`src/rtl/div_unit_pkg.sv`:
```
// Shared constants and state encoding for the iterative integer divider.
package div_unit_pkg;

  localparam int unsigned XLEN   = 64;
  localparam int unsigned ITER_D = 64;
  localparam int unsigned ITER_W = 32;
  localparam int unsigned CNT_W  = 7;

  typedef enum logic [1:0] {
    IDLE = 2'd0,
    BUSY = 2'd1,
    DONE = 2'd2
  } state_e;

endpackage

```
`src/rtl/div_unit_if.sv`:
```
// Request/response bundle between the execute stage and the divider.
interface div_unit_if;
  import div_unit_pkg::*;

  logic            in_valid;
  logic            in_ready;
  logic            op_signed;
  logic            op_word;
  logic [XLEN-1:0] dividend;
  logic [XLEN-1:0] divisor;
  logic            flush;
  logic            out_valid;
  logic            out_ready;
  logic [XLEN-1:0] quotient;
  logic [XLEN-1:0] remainder;

  modport master (
    output in_valid, op_signed, op_word, dividend, divisor, flush, out_ready,
    input  in_ready, out_valid, quotient, remainder
  );

  modport slave (
    input  in_valid, op_signed, op_word, dividend, divisor, flush, out_ready,
    output in_ready, out_valid, quotient, remainder
  );

endinterface

```
`src/rtl/div_unit_step.sv`:
```
// One restoring shift-subtract iteration: produces one quotient bit.
module div_step
  import div_unit_pkg::*;
(
  input  logic [XLEN-1:0] rem,
  input  logic [XLEN-1:0] quo,
  input  logic [XLEN-1:0] dsr,
  output logic [XLEN-1:0] rem_next,
  output logic [XLEN-1:0] quo_next
);

  logic [XLEN:0] shifted;
  logic [XLEN:0] diff;
  logic          ge;

  // Shift in the next dividend bit and try subtracting the divisor.
  // Since rem < dsr, a non-negative difference always fits in XLEN bits,
  // so the top bit of diff is a clean borrow flag.
  always_comb begin
    shifted  = {rem, quo[XLEN-1]};
    diff     = shifted - {1'b0, dsr};
    ge       = ~diff[XLEN];
    rem_next = ge ? diff[XLEN-1:0] : shifted[XLEN-1:0];
    quo_next = {quo[XLEN-2:0], ge};
  end

endmodule

```
`src/rtl/div_unit.sv`:
```
// Iterative radix-2 divider for RV64 DIV/DIVU/REM/REMU and W variants.
module div_unit #(
  parameter int unsigned XLEN = 64
) (
  input  logic       clk,
  input  logic       rst,
  div_unit_if.slave  bus
);
  import div_unit_pkg::*;

  localparam int unsigned HALF = XLEN / 2;
  localparam logic [XLEN-1:0] MIN_D = {1'b1, {(XLEN-1){1'b0}}};
  localparam logic [HALF-1:0] MIN_W = {1'b1, {(HALF-1){1'b0}}};

  state_e state_q, state_d;
  logic   in_ready_q, in_ready_d;
  logic   out_valid_q, out_valid_d;

  logic [XLEN-1:0]  rem_q, quo_q, dsr_q;
  logic [XLEN-1:0]  quotient_q, remainder_q;
  logic [CNT_W-1:0] cnt_q;
  logic             word_q, neg_quo_q, neg_rem_q;

  logic [HALF-1:0] a_lo, b_lo, a_mag32, b_mag32;
  logic            sign_a, sign_b;
  logic [XLEN-1:0] a_load, b_load, a_sext, spec_q, spec_r;
  logic            div_zero, overflow, special, accept;

  logic [CNT_W-1:0] n_iter;
  logic             last;
  logic [XLEN-1:0]  rem_step, quo_step;
  logic [HALF-1:0]  q32, r32;
  logic [XLEN-1:0]  q_fix, r_fix;

  // Operand magnitudes, sign flags and special-case detection for the request.
  always_comb begin
    a_lo     = bus.dividend[HALF-1:0];
    b_lo     = bus.divisor[HALF-1:0];
    sign_a   = 1'b0;
    sign_b   = 1'b0;
    a_mag32  = '0;
    b_mag32  = '0;
    a_load   = '0;
    b_load   = '0;
    a_sext   = bus.dividend;
    div_zero = 1'b0;
    overflow = 1'b0;
    if (bus.op_word) begin
      sign_a   = bus.op_signed & a_lo[HALF-1];
      sign_b   = bus.op_signed & b_lo[HALF-1];
      a_mag32  = sign_a ? HALF'(0) - a_lo : a_lo;
      b_mag32  = sign_b ? HALF'(0) - b_lo : b_lo;
      // The word dividend sits in the upper half so it shifts out first.
      a_load   = {a_mag32, HALF'(0)};
      b_load   = {HALF'(0), b_mag32};
      a_sext   = {{HALF{a_lo[HALF-1]}}, a_lo};
      div_zero = (b_lo == '0);
      overflow = bus.op_signed & (a_lo == MIN_W) & (b_lo == '1);
    end else begin
      sign_a   = bus.op_signed & bus.dividend[XLEN-1];
      sign_b   = bus.op_signed & bus.divisor[XLEN-1];
      a_load   = sign_a ? XLEN'(0) - bus.dividend : bus.dividend;
      b_load   = sign_b ? XLEN'(0) - bus.divisor : bus.divisor;
      div_zero = (bus.divisor == '0);
      overflow = bus.op_signed & (bus.dividend == MIN_D) & (bus.divisor == '1);
    end
    special = div_zero | overflow;
    spec_q  = div_zero ? '1 : a_sext;
    spec_r  = div_zero ? a_sext : '0;
    accept  = (state_q == IDLE) & bus.in_valid & ~bus.flush;
  end

  div_step u_step (
    .rem      (rem_q),
    .quo      (quo_q),
    .dsr      (dsr_q),
    .rem_next (rem_step),
    .quo_next (quo_step)
  );

  // Iteration bound and sign fix-up of the final magnitudes.
  always_comb begin
    n_iter = word_q ? CNT_W'(ITER_W) : CNT_W'(ITER_D);
    last   = (cnt_q == n_iter);
    q32    = '0;
    r32    = '0;
    if (word_q) begin
      q32   = neg_quo_q ? HALF'(0) - quo_q[HALF-1:0] : quo_q[HALF-1:0];
      r32   = neg_rem_q ? HALF'(0) - rem_q[HALF-1:0] : rem_q[HALF-1:0];
      q_fix = {{HALF{q32[HALF-1]}}, q32};
      r_fix = {{HALF{r32[HALF-1]}}, r32};
    end else begin
      q_fix = neg_quo_q ? XLEN'(0) - quo_q : quo_q;
      r_fix = neg_rem_q ? XLEN'(0) - rem_q : rem_q;
    end
  end

  // State register plus registered handshake flags.
  always_ff @(posedge clk) begin
    if (rst) begin
      state_q     <= IDLE;
      in_ready_q  <= 1'b1;
      out_valid_q <= 1'b0;
    end else begin
      state_q     <= state_d;
      in_ready_q  <= in_ready_d;
      out_valid_q <= out_valid_d;
    end
  end

  // Next-state logic; flush wins over acceptance and completion.
  always_comb begin
    state_d = state_q;
    case (state_q)
      IDLE: if (!bus.flush && bus.in_valid) state_d = special ? DONE : BUSY;
      BUSY: begin
        if (bus.flush)  state_d = IDLE;
        else if (last)  state_d = DONE;
      end
      DONE: if (bus.flush || bus.out_ready) state_d = IDLE;
      default: state_d = IDLE;
    endcase
  end

  // Handshake flags decoded from the next state so they register with it.
  always_comb begin
    in_ready_d  = (state_d == IDLE);
    out_valid_d = (state_d == DONE);
  end

  // Datapath: latch operands, iterate, and publish results on DONE entry.
  always_ff @(posedge clk) begin
    if (rst) begin
      rem_q       <= '0;
      quo_q       <= '0;
      dsr_q       <= '0;
      cnt_q       <= '0;
      word_q      <= 1'b0;
      neg_quo_q   <= 1'b0;
      neg_rem_q   <= 1'b0;
      quotient_q  <= '0;
      remainder_q <= '0;
    end else if (accept) begin
      rem_q     <= '0;
      quo_q     <= a_load;
      dsr_q     <= b_load;
      cnt_q     <= '0;
      word_q    <= bus.op_word;
      neg_quo_q <= sign_a ^ sign_b;
      neg_rem_q <= sign_a;
      if (special) begin
        quotient_q  <= spec_q;
        remainder_q <= spec_r;
      end
    end else if (state_q == BUSY && !bus.flush) begin
      if (last) begin
        quotient_q  <= q_fix;
        remainder_q <= r_fix;
      end else begin
        rem_q <= rem_step;
        quo_q <= quo_step;
        cnt_q <= cnt_q + CNT_W'(1);
      end
    end
  end

  assign bus.in_ready  = in_ready_q;
  assign bus.out_valid = out_valid_q;
  assign bus.quotient  = quotient_q;
  assign bus.remainder = remainder_q;

endmodule

```
`src/flat_wrapper.sv`:
```
// flat-port wrapper written by rule: the top's interface ports become plain ports
module div_unit_flat import div_unit_pkg::*;
#(
  parameter int unsigned XLEN = 64
)
  (clk, rst, bus_in_valid, bus_op_signed, bus_op_word, bus_dividend, bus_divisor, bus_flush, bus_out_ready, bus_in_ready, bus_out_valid, bus_quotient, bus_remainder);
  div_unit_if bus_i ();
  input  logic clk;
  input  logic rst;
  input wire logic [$bits(bus_i.in_valid)-1:0] bus_in_valid;
  input wire logic [$bits(bus_i.op_signed)-1:0] bus_op_signed;
  input wire logic [$bits(bus_i.op_word)-1:0] bus_op_word;
  input wire logic [$bits(bus_i.dividend)-1:0] bus_dividend;
  input wire logic [$bits(bus_i.divisor)-1:0] bus_divisor;
  input wire logic [$bits(bus_i.flush)-1:0] bus_flush;
  input wire logic [$bits(bus_i.out_ready)-1:0] bus_out_ready;
  output wire logic [$bits(bus_i.in_ready)-1:0] bus_in_ready;
  output wire logic [$bits(bus_i.out_valid)-1:0] bus_out_valid;
  output wire logic [$bits(bus_i.quotient)-1:0] bus_quotient;
  output wire logic [$bits(bus_i.remainder)-1:0] bus_remainder;
  assign bus_i.in_valid = bus_in_valid;
  assign bus_i.op_signed = bus_op_signed;
  assign bus_i.op_word = bus_op_word;
  assign bus_i.dividend = bus_dividend;
  assign bus_i.divisor = bus_divisor;
  assign bus_i.flush = bus_flush;
  assign bus_i.out_ready = bus_out_ready;
  assign bus_in_ready = bus_i.in_ready;
  assign bus_out_valid = bus_i.out_valid;
  assign bus_quotient = bus_i.quotient;
  assign bus_remainder = bus_i.remainder;
  div_unit #(.XLEN(XLEN)) u_core (.clk(clk), .rst(rst), .bus(bus_i));
endmodule
```
`config.mk`:
```
export PLATFORM = sky130hd
export DESIGN_NAME = div_unit_flat
export DESIGN_NICKNAME = d
export VERILOG_FILES = /design/src/rtl/div_unit_pkg.sv /design/src/rtl/div_unit_if.sv /design/src/rtl/div_unit_step.sv /design/src/rtl/div_unit.sv /design/src/flat_wrapper.sv
export SDC_FILE = /design/constraint.sdc
export NUM_CORES = 1
export LEC_CHECK = 0
export BUFFER_PORTS_ARGS = -buffer_cell sky130_fd_sc_hd__buf_2
export CORE_ASPECT_RATIO = 0.75
export CORE_MARGIN = 1.5
export CORE_UTILIZATION = 66
export CTS_BUF_LIST = sky130_fd_sc_hd__clkbuf_4 sky130_fd_sc_hd__clkbuf_8
export DETAILED_ROUTE_END_ITERATION = 12
export PLACE_DENSITY = 0.91
export SYNTH_ARGS = -nofsm -noshare
export SYNTH_HDL_FRONTEND = slang
export SYNTH_SLANG_ARGS = --single-unit
export TNS_END_PERCENT = 10
```
`constraint.sdc`:
```
create_clock -name clk -period 8.65 [get_ports clk]
set_clock_uncertainty 0.05 [all_clocks]
set_input_delay 1.73 -clock clk [delete_from_list [all_inputs] [get_ports clk]]
set_output_delay 1.73 -clock clk [all_outputs]
set_load 0.03 [all_outputs]
```
==> run summary, run 1 <==
die footprint: 37400 µm²
initial core utilization: 66.8%
hold depth: 2
core area: 35800 µm²
worst slew pin tran: 1.38 ns
gp weighted congestion: 1.06
Final Hold Fails: 0
Post-synth EDFFs: 0
most frequent cells in the layout: nor2_1, a21oi_1, dfxtp_1, nand2_1, o21ai_0
hold crit path type: flip-flop to flip-flop
cell count after synthesis: 3320
Fin Setup TNS: 0 ns
Syn Nets: 3527
first-pass GRT wire length: 138000 µm
FFs w/ async S/R, synth: 0%
Worst EP arrival: 6.62 ns
relative slew slack: 7.55%
Worst Setup SP: bus_divisor[8]
Via Count: 27200
R2R Setup Slk: 3.60 ns
Tmin final: 6.12 ns
utilization after layout: 73.1%
Setup CP Type: input port to flip-flop
Total Routed Length: 91100 µm
reg2reg start: u_core.quo_q[15]
Placed Instance Area: 25100 µm²
LEAKAGE: 10.4 nW
Area Growth Syn to Fin: 9.38%
total of max-cap violations: 0
Place WS: 2.10 ns
clock slew seen by the registers of the worst setup and hold paths: 0.07 ns
Overall Global Routing Usage: 46.6%
count of cell types in the netlist: 82
critical path startpoint category: input port
post-synthesis area per instance: 7.21 µm²
Ys Warns: 0
# hold bufs at CTS: 0
Pins Over Slew Limit: 0
Final Cycle Share: 70.7%
DR vias/cell: 6.96
Placed Cells: 3813
first drt pass iteration count: 7
I/O pins: 265
Simple-Gate Fraction of Synth Area: 21.8%
Final ANT Viol Nets: 0
row count: 60
Die Y-Extent: 168 µm
Remaining Overflow, GRT: 0
TritonCTS clock tree: done
crit-path max FO: 28
filler-free cell count of the finished design: 3907
Synth Register Bits: 334
CTS Buffer Depth: 3
count of clock tree sinks: 334
largest net degree at the start of global routing: 140
Ant. Diodes: 0
Post-Syn Area: 23900 µm²
Horiz. Die Dim: 223 µm
fmax: 0.163 GHz
post-DP HPWL: 65700 µm
hold path endpoint: u_core.bus.quotient[9]
htree depth: 2
setup bufs post-CTS: 0
# setup viols final: 0
post-layout net count: 3611
DR WL/cell: 23.3 µm
Detailed Route Iter0 Violations: 4467
status: finished clean
xor/xnor cell area share of the yosys netlist: 11.9%
Pwr Total: 4.50 mW
WHS: 0.398 ns
CP endpoint kind: flip-flop
Main synth FF type: dfxtp_1
Synth Area in Compound Gates: 27.9%
most common cell after layout, fill and taps aside: nor2_1
CTS buffer count: 54
residual DRC count: 0
worst r2r dst: u_core.bus.quotient[55]
post_cts resized: 0
largest family of logic cells by synthesized area: compound AO/OA/AOI/OAI gates
design area: 26200 µm²
layout cell share with drive strength beyond 1: 12.6%
sequential share of the synthesized area: 27.9%
Worst VDD drop: 0.136 mV
Adder-Cell Fraction of Synth Area: 3.79%
hold path startpoint: u_core.bus.quotient[9]
initial antenna violation count: 1
vias in the first global route: 24200
Setup WS post-layout: 2.53 ns
FF-to-FF path depth: 10
root buf cell: clkbuf_8
Crit path required time: 9.16 ns
Power Dens Cells: 172 nW/µm²
RSZ-0062 raised after global routing: false
PortBufs: 264
Clock Latency Late Sink: 0.65 ns
post-synthesis mux area share: 0.596%
[power breakdown]
group | switching [mW] | leakage [nW] | internal (mW)
Sequential | 0.0734 | 2.71 | 1.59
Combinational | 0.905 | 7.08 | 0.474
Clock | 0.698 | 0.592 | 0.757
[cell type report]
type	instances	area [µm²]
fill	2869	9630
sequential	334	6690
clock buffer	83	1040
inverter	113	424
timing repair buffer	289	1530
clock inverter	11	57.6
multi-input combinational	2612	15900
tap	465	582
[per-layer routing]
metal	vias to the layer above	routed length, µm	track usage (%)
li1	12100	-	-
met1	12500	35800	63.9
met2	2199	37100	67.6
met3	374	13600	13.4
met4	0	4600	21.6
met5	-	0	0
[registers in the layout, summed over array words and instances, names as in the netlist, 2 cells and up]
signal and cells:
u_core.bus.remainder 64, u_core.state_q 2, u_core.quo_q 64, u_core.bus.quotient 64
u_core.cnt_q 7, u_core.dsr_q 64, u_core.rem_q 64
[synth_stat cells, types with 48 or more instances]
library cell    n  share of area (%)
nand4_1        53                1.4
o21ai_0       275                5.7
clkbuf_1      217                3.4
o31ai_1        54                1.7
nand3_1        56                1.2
nor2_1        367                5.8
nand2_1       320                5.0
or3_1          48                1.3
a211oi_1       89                2.8
xor2_1        156                5.7
inv_1         113                1.8
ha_1           71                3.7
nor3_1         94                2.0
o22ai_1        90                2.4
xnor2_1       169                6.2
a21oi_1       339                7.1
dfxtp_1       334                 28
[cell families (layout without fill, tap and decap cells)]
group	count (synthesis)	count (layout)
flops	334	334
mux	14	14
buf+inv	374	496
compound gates	1082	1082
simple gates	1119	1119
fa+ha+maj	72	72
xor+xnor	325	325
[worst max-delay path, stage by stage]
cell and delay, ns:
buf_2 0.14, or4_1 0.55, or3_1 0.45, nor3_2 0.47
nand2_1 0.30, or2_1 0.72, nand2_2 0.68, a31oi_1 0.24
a31oi_4 0.70, o21bai_4 0.33, a21oi_1 0.08, nor3_1 0.21
[worst max path at each step]
| stage | to | slack [ns] | depth (start not counted) |
|---|---|---|---|
| after floorplan | u_core.bus.remainder[21] | 4.10 | 11 |
| after global placement | u_core.bus.quotient[57] | 2.33 | 12 |
| after detailed placement | u_core.bus.quotient[55] | 2.10 | 12 |
| after CTS | u_core.bus.quotient[55] | 2.75 | 12 |
| after global routing | u_core.bus.quotient[53] | 2.35 | 12 |
| final | u_core.bus.quotient[55] | 2.53 | 12 |
No activity file was read; power rests on OpenSTA's default activity.
==> run 2: changes to the inputs <==
--- a/config.mk
+++ b/config.mk
@@ -8,10 +8,10 @@
 export BUFFER_PORTS_ARGS = -buffer_cell sky130_fd_sc_hd__buf_2
 export CORE_ASPECT_RATIO = 0.75
 export CORE_MARGIN = 1.5
-export CORE_UTILIZATION = 66
+export CORE_UTILIZATION = 62
 export CTS_BUF_LIST = sky130_fd_sc_hd__clkbuf_4 sky130_fd_sc_hd__clkbuf_8
 export DETAILED_ROUTE_END_ITERATION = 12
-export PLACE_DENSITY = 0.91
+export PLACE_DENSITY = 0.87
 export SYNTH_ARGS = -nofsm -noshare
 export SYNTH_HDL_FRONTEND = slang
 export SYNTH_SLANG_ARGS = --single-unit
==> constraint.sdc (replaced) <==
create_clock -name clk -period 6 [get_ports clk]
set_clock_uncertainty 0.05 [all_clocks]
set_input_delay 1.2 -clock clk [delete_from_list [all_inputs] [get_ports clk]]
set_output_delay 1.2 -clock clk [all_outputs]
set_load 0.03 [all_outputs]
==> run summary, run 2 (same netlist as run 1, synthesis figures left out) <==
utilization after layout: 69.5%
Total Routed Length: 90300 µm
Storage cell area: 6690 µm²
Worst EP arrival: 5.26 ns
gp weighted congestion: 1.02
Final Cycle Share: 79.8%
Pins Over Slew Limit: 0
LEAKAGE: 10.5 nW
die footprint: 39800 µm²
footprint of the multi-input gates: 15900 µm²
most common cell after layout, fill and taps aside: nor2_1
post-DP HPWL: 66200 µm
critical path startpoint category: flip-flop
Crit path required time: 6.47 ns
Setup CP Type: flip-flop to flip-flop
initial core utilization: 62.7%
row count: 62
count of clock tree sinks: 334
WHS: 0.400 ns
Logic pwr share: 29.4%
Clock Latency Late Sink: 0.67 ns
Final ANT Viol Nets: 0
fmax: 0.209 GHz
first-pass GRT wire length: 138000 µm
CTS Buffer Depth: 3
Power Dens Cells: 255 nW/µm²
design area: 26500 µm²
DR WL/cell: 22.7 µm
layout cell share with drive strength beyond 1: 13.0%
Die Y-Extent: 173 µm
htree depth: 2
Fin Setup TNS: 0 ns
core area: 38200 µm²
filler-free cell count of the finished design: 3973
# hold bufs at CTS: 0
P_int: 4.32 mW
Placed Instance Area: 25300 µm²
largest net degree at the start of global routing: 127
I/O pins: 265
Psw: 2.44 mW
crit-path max FO: 5
relative slew slack: 25.4%
PortBufs: 264
vias in the first global route: 24200
status: finished clean
CTS buffer count: 55
R2R Setup Slk: 1.21 ns
TritonCTS clock tree: done
CP endpoint kind: flip-flop
post_cts resized: 0
initial antenna violation count: 6
switching share of power: 36.1%
root buf cell: clkbuf_8
first drt pass iteration count: 7
post-layout net count: 3624
Worst VDD drop: 0.184 mV
Layout fillers: 3353
clock slew seen by the registers of the worst setup and hold paths: 0.07 ns
hold crit path type: flip-flop to flip-flop
RSZ-0062 raised after global routing: false
Overall Global Routing Usage: 43.7%
# setup viols final: 0
Horiz. Die Dim: 230 µm
Placed Cells: 3872
total of max-cap violations: 0
share of power burned in registers: 35.5%
DR vias/cell: 6.73
Via Count: 26700
clock network fraction of design power: 35.1%
most frequent cells in the layout: nor2_1, a21oi_1, dfxtp_1, nand2_1, o21ai_0
Final Hold Fails: 0
Area Growth Syn to Fin: 10.8%
worst slew pin tran: 1.12 ns
setup bufs post-CTS: 0
Detailed Route Iter0 Violations: 4039
residual DRC count: 0
Tmin final: 4.79 ns
Remaining Overflow, GRT: 0
-- run 2: changes by cell type in the layout (fill, tap and decap cells not counted), sizes merged --
| cell | before | now |
|---|---|---|
| bufinv | 0 | 6 |
| buf | 289 | 301 |
| inv | 113 | 116 |
| clkinv | 10 | 6 |
| diode | 0 | 3 |
| clkinvlp | 1 | 0 |
-- run 2: power by group through the flow --
stage	registers [mW]	clock network, mW	logic [mW]
detailed placement	2.44	0	1.90
CTS	2.39	2.36	1.91
finish	2.40	2.38	1.99
global route	2.41	2.47	2.14
floorplan	2.40	0	1.39
global placement	2.44	0	1.86
-- run 2: critical path: stages, from the launching register on --
cell and delay, ns:
dfxtp_1 0.34, inv_1 0.14, ha_1 0.24, fa_1 0.21
nand2b_1 0.16, a21oi_1 0.13, o41ai_2 0.54, o311ai_1 0.26
a311oi_1 0.64, o41ai_1 0.15, buf_4 0.18, a311oi_2 0.50
o21ai_1 0.36, a311oi_1 0.41, xor2_1 0.21, o21ai_0 0.10
-- run 2: routing by layer --
layer | up-vias | part of all wire, % | GRT usage [%]
met3 | 260 | 14 | 13.1
met4 | 6 | 4.0 | 17.2
li1 | 12100 | - | -
met1 | 12500 | 40 | 61.1
met5 | - | 0.035 | 0
met2 | 1859 | 41 | 62.7
-- run 2: path summary, 6_finish.rpt --
path                           from  depth (start not counted)                     end
max                u_core.quo_q[63]                         15        u_core.rem_q[62]
min          u_core.bus.quotient[9]                          2  u_core.bus.quotient[9]
max reg2reg        u_core.quo_q[63]                         15        u_core.rem_q[62]
min reg2reg  u_core.bus.quotient[9]                          2  u_core.bus.quotient[9]
-- run 2: cell type report --
cell class	instances	area share, %
diodes	3	0.0283
clock buffers	83	3.81
clock inverters	15	0.901
inverters	113	1.60
multi-input cells	2612	59.8
flip-flops and latches	334	25.2
well taps	512	2.41
repair buffers	301	6.24
-- run 2: through the flow --
stage | setup slack (ns) | total power [mW]
final | 1.21 | 6.77
after global routing | 0.989 | 7.01
after CTS | 1.33 | 6.67
after detailed placement | 0.881 | 4.34
after global placement | 1.08 | 4.30
after floorplan | 1.98 | 3.79
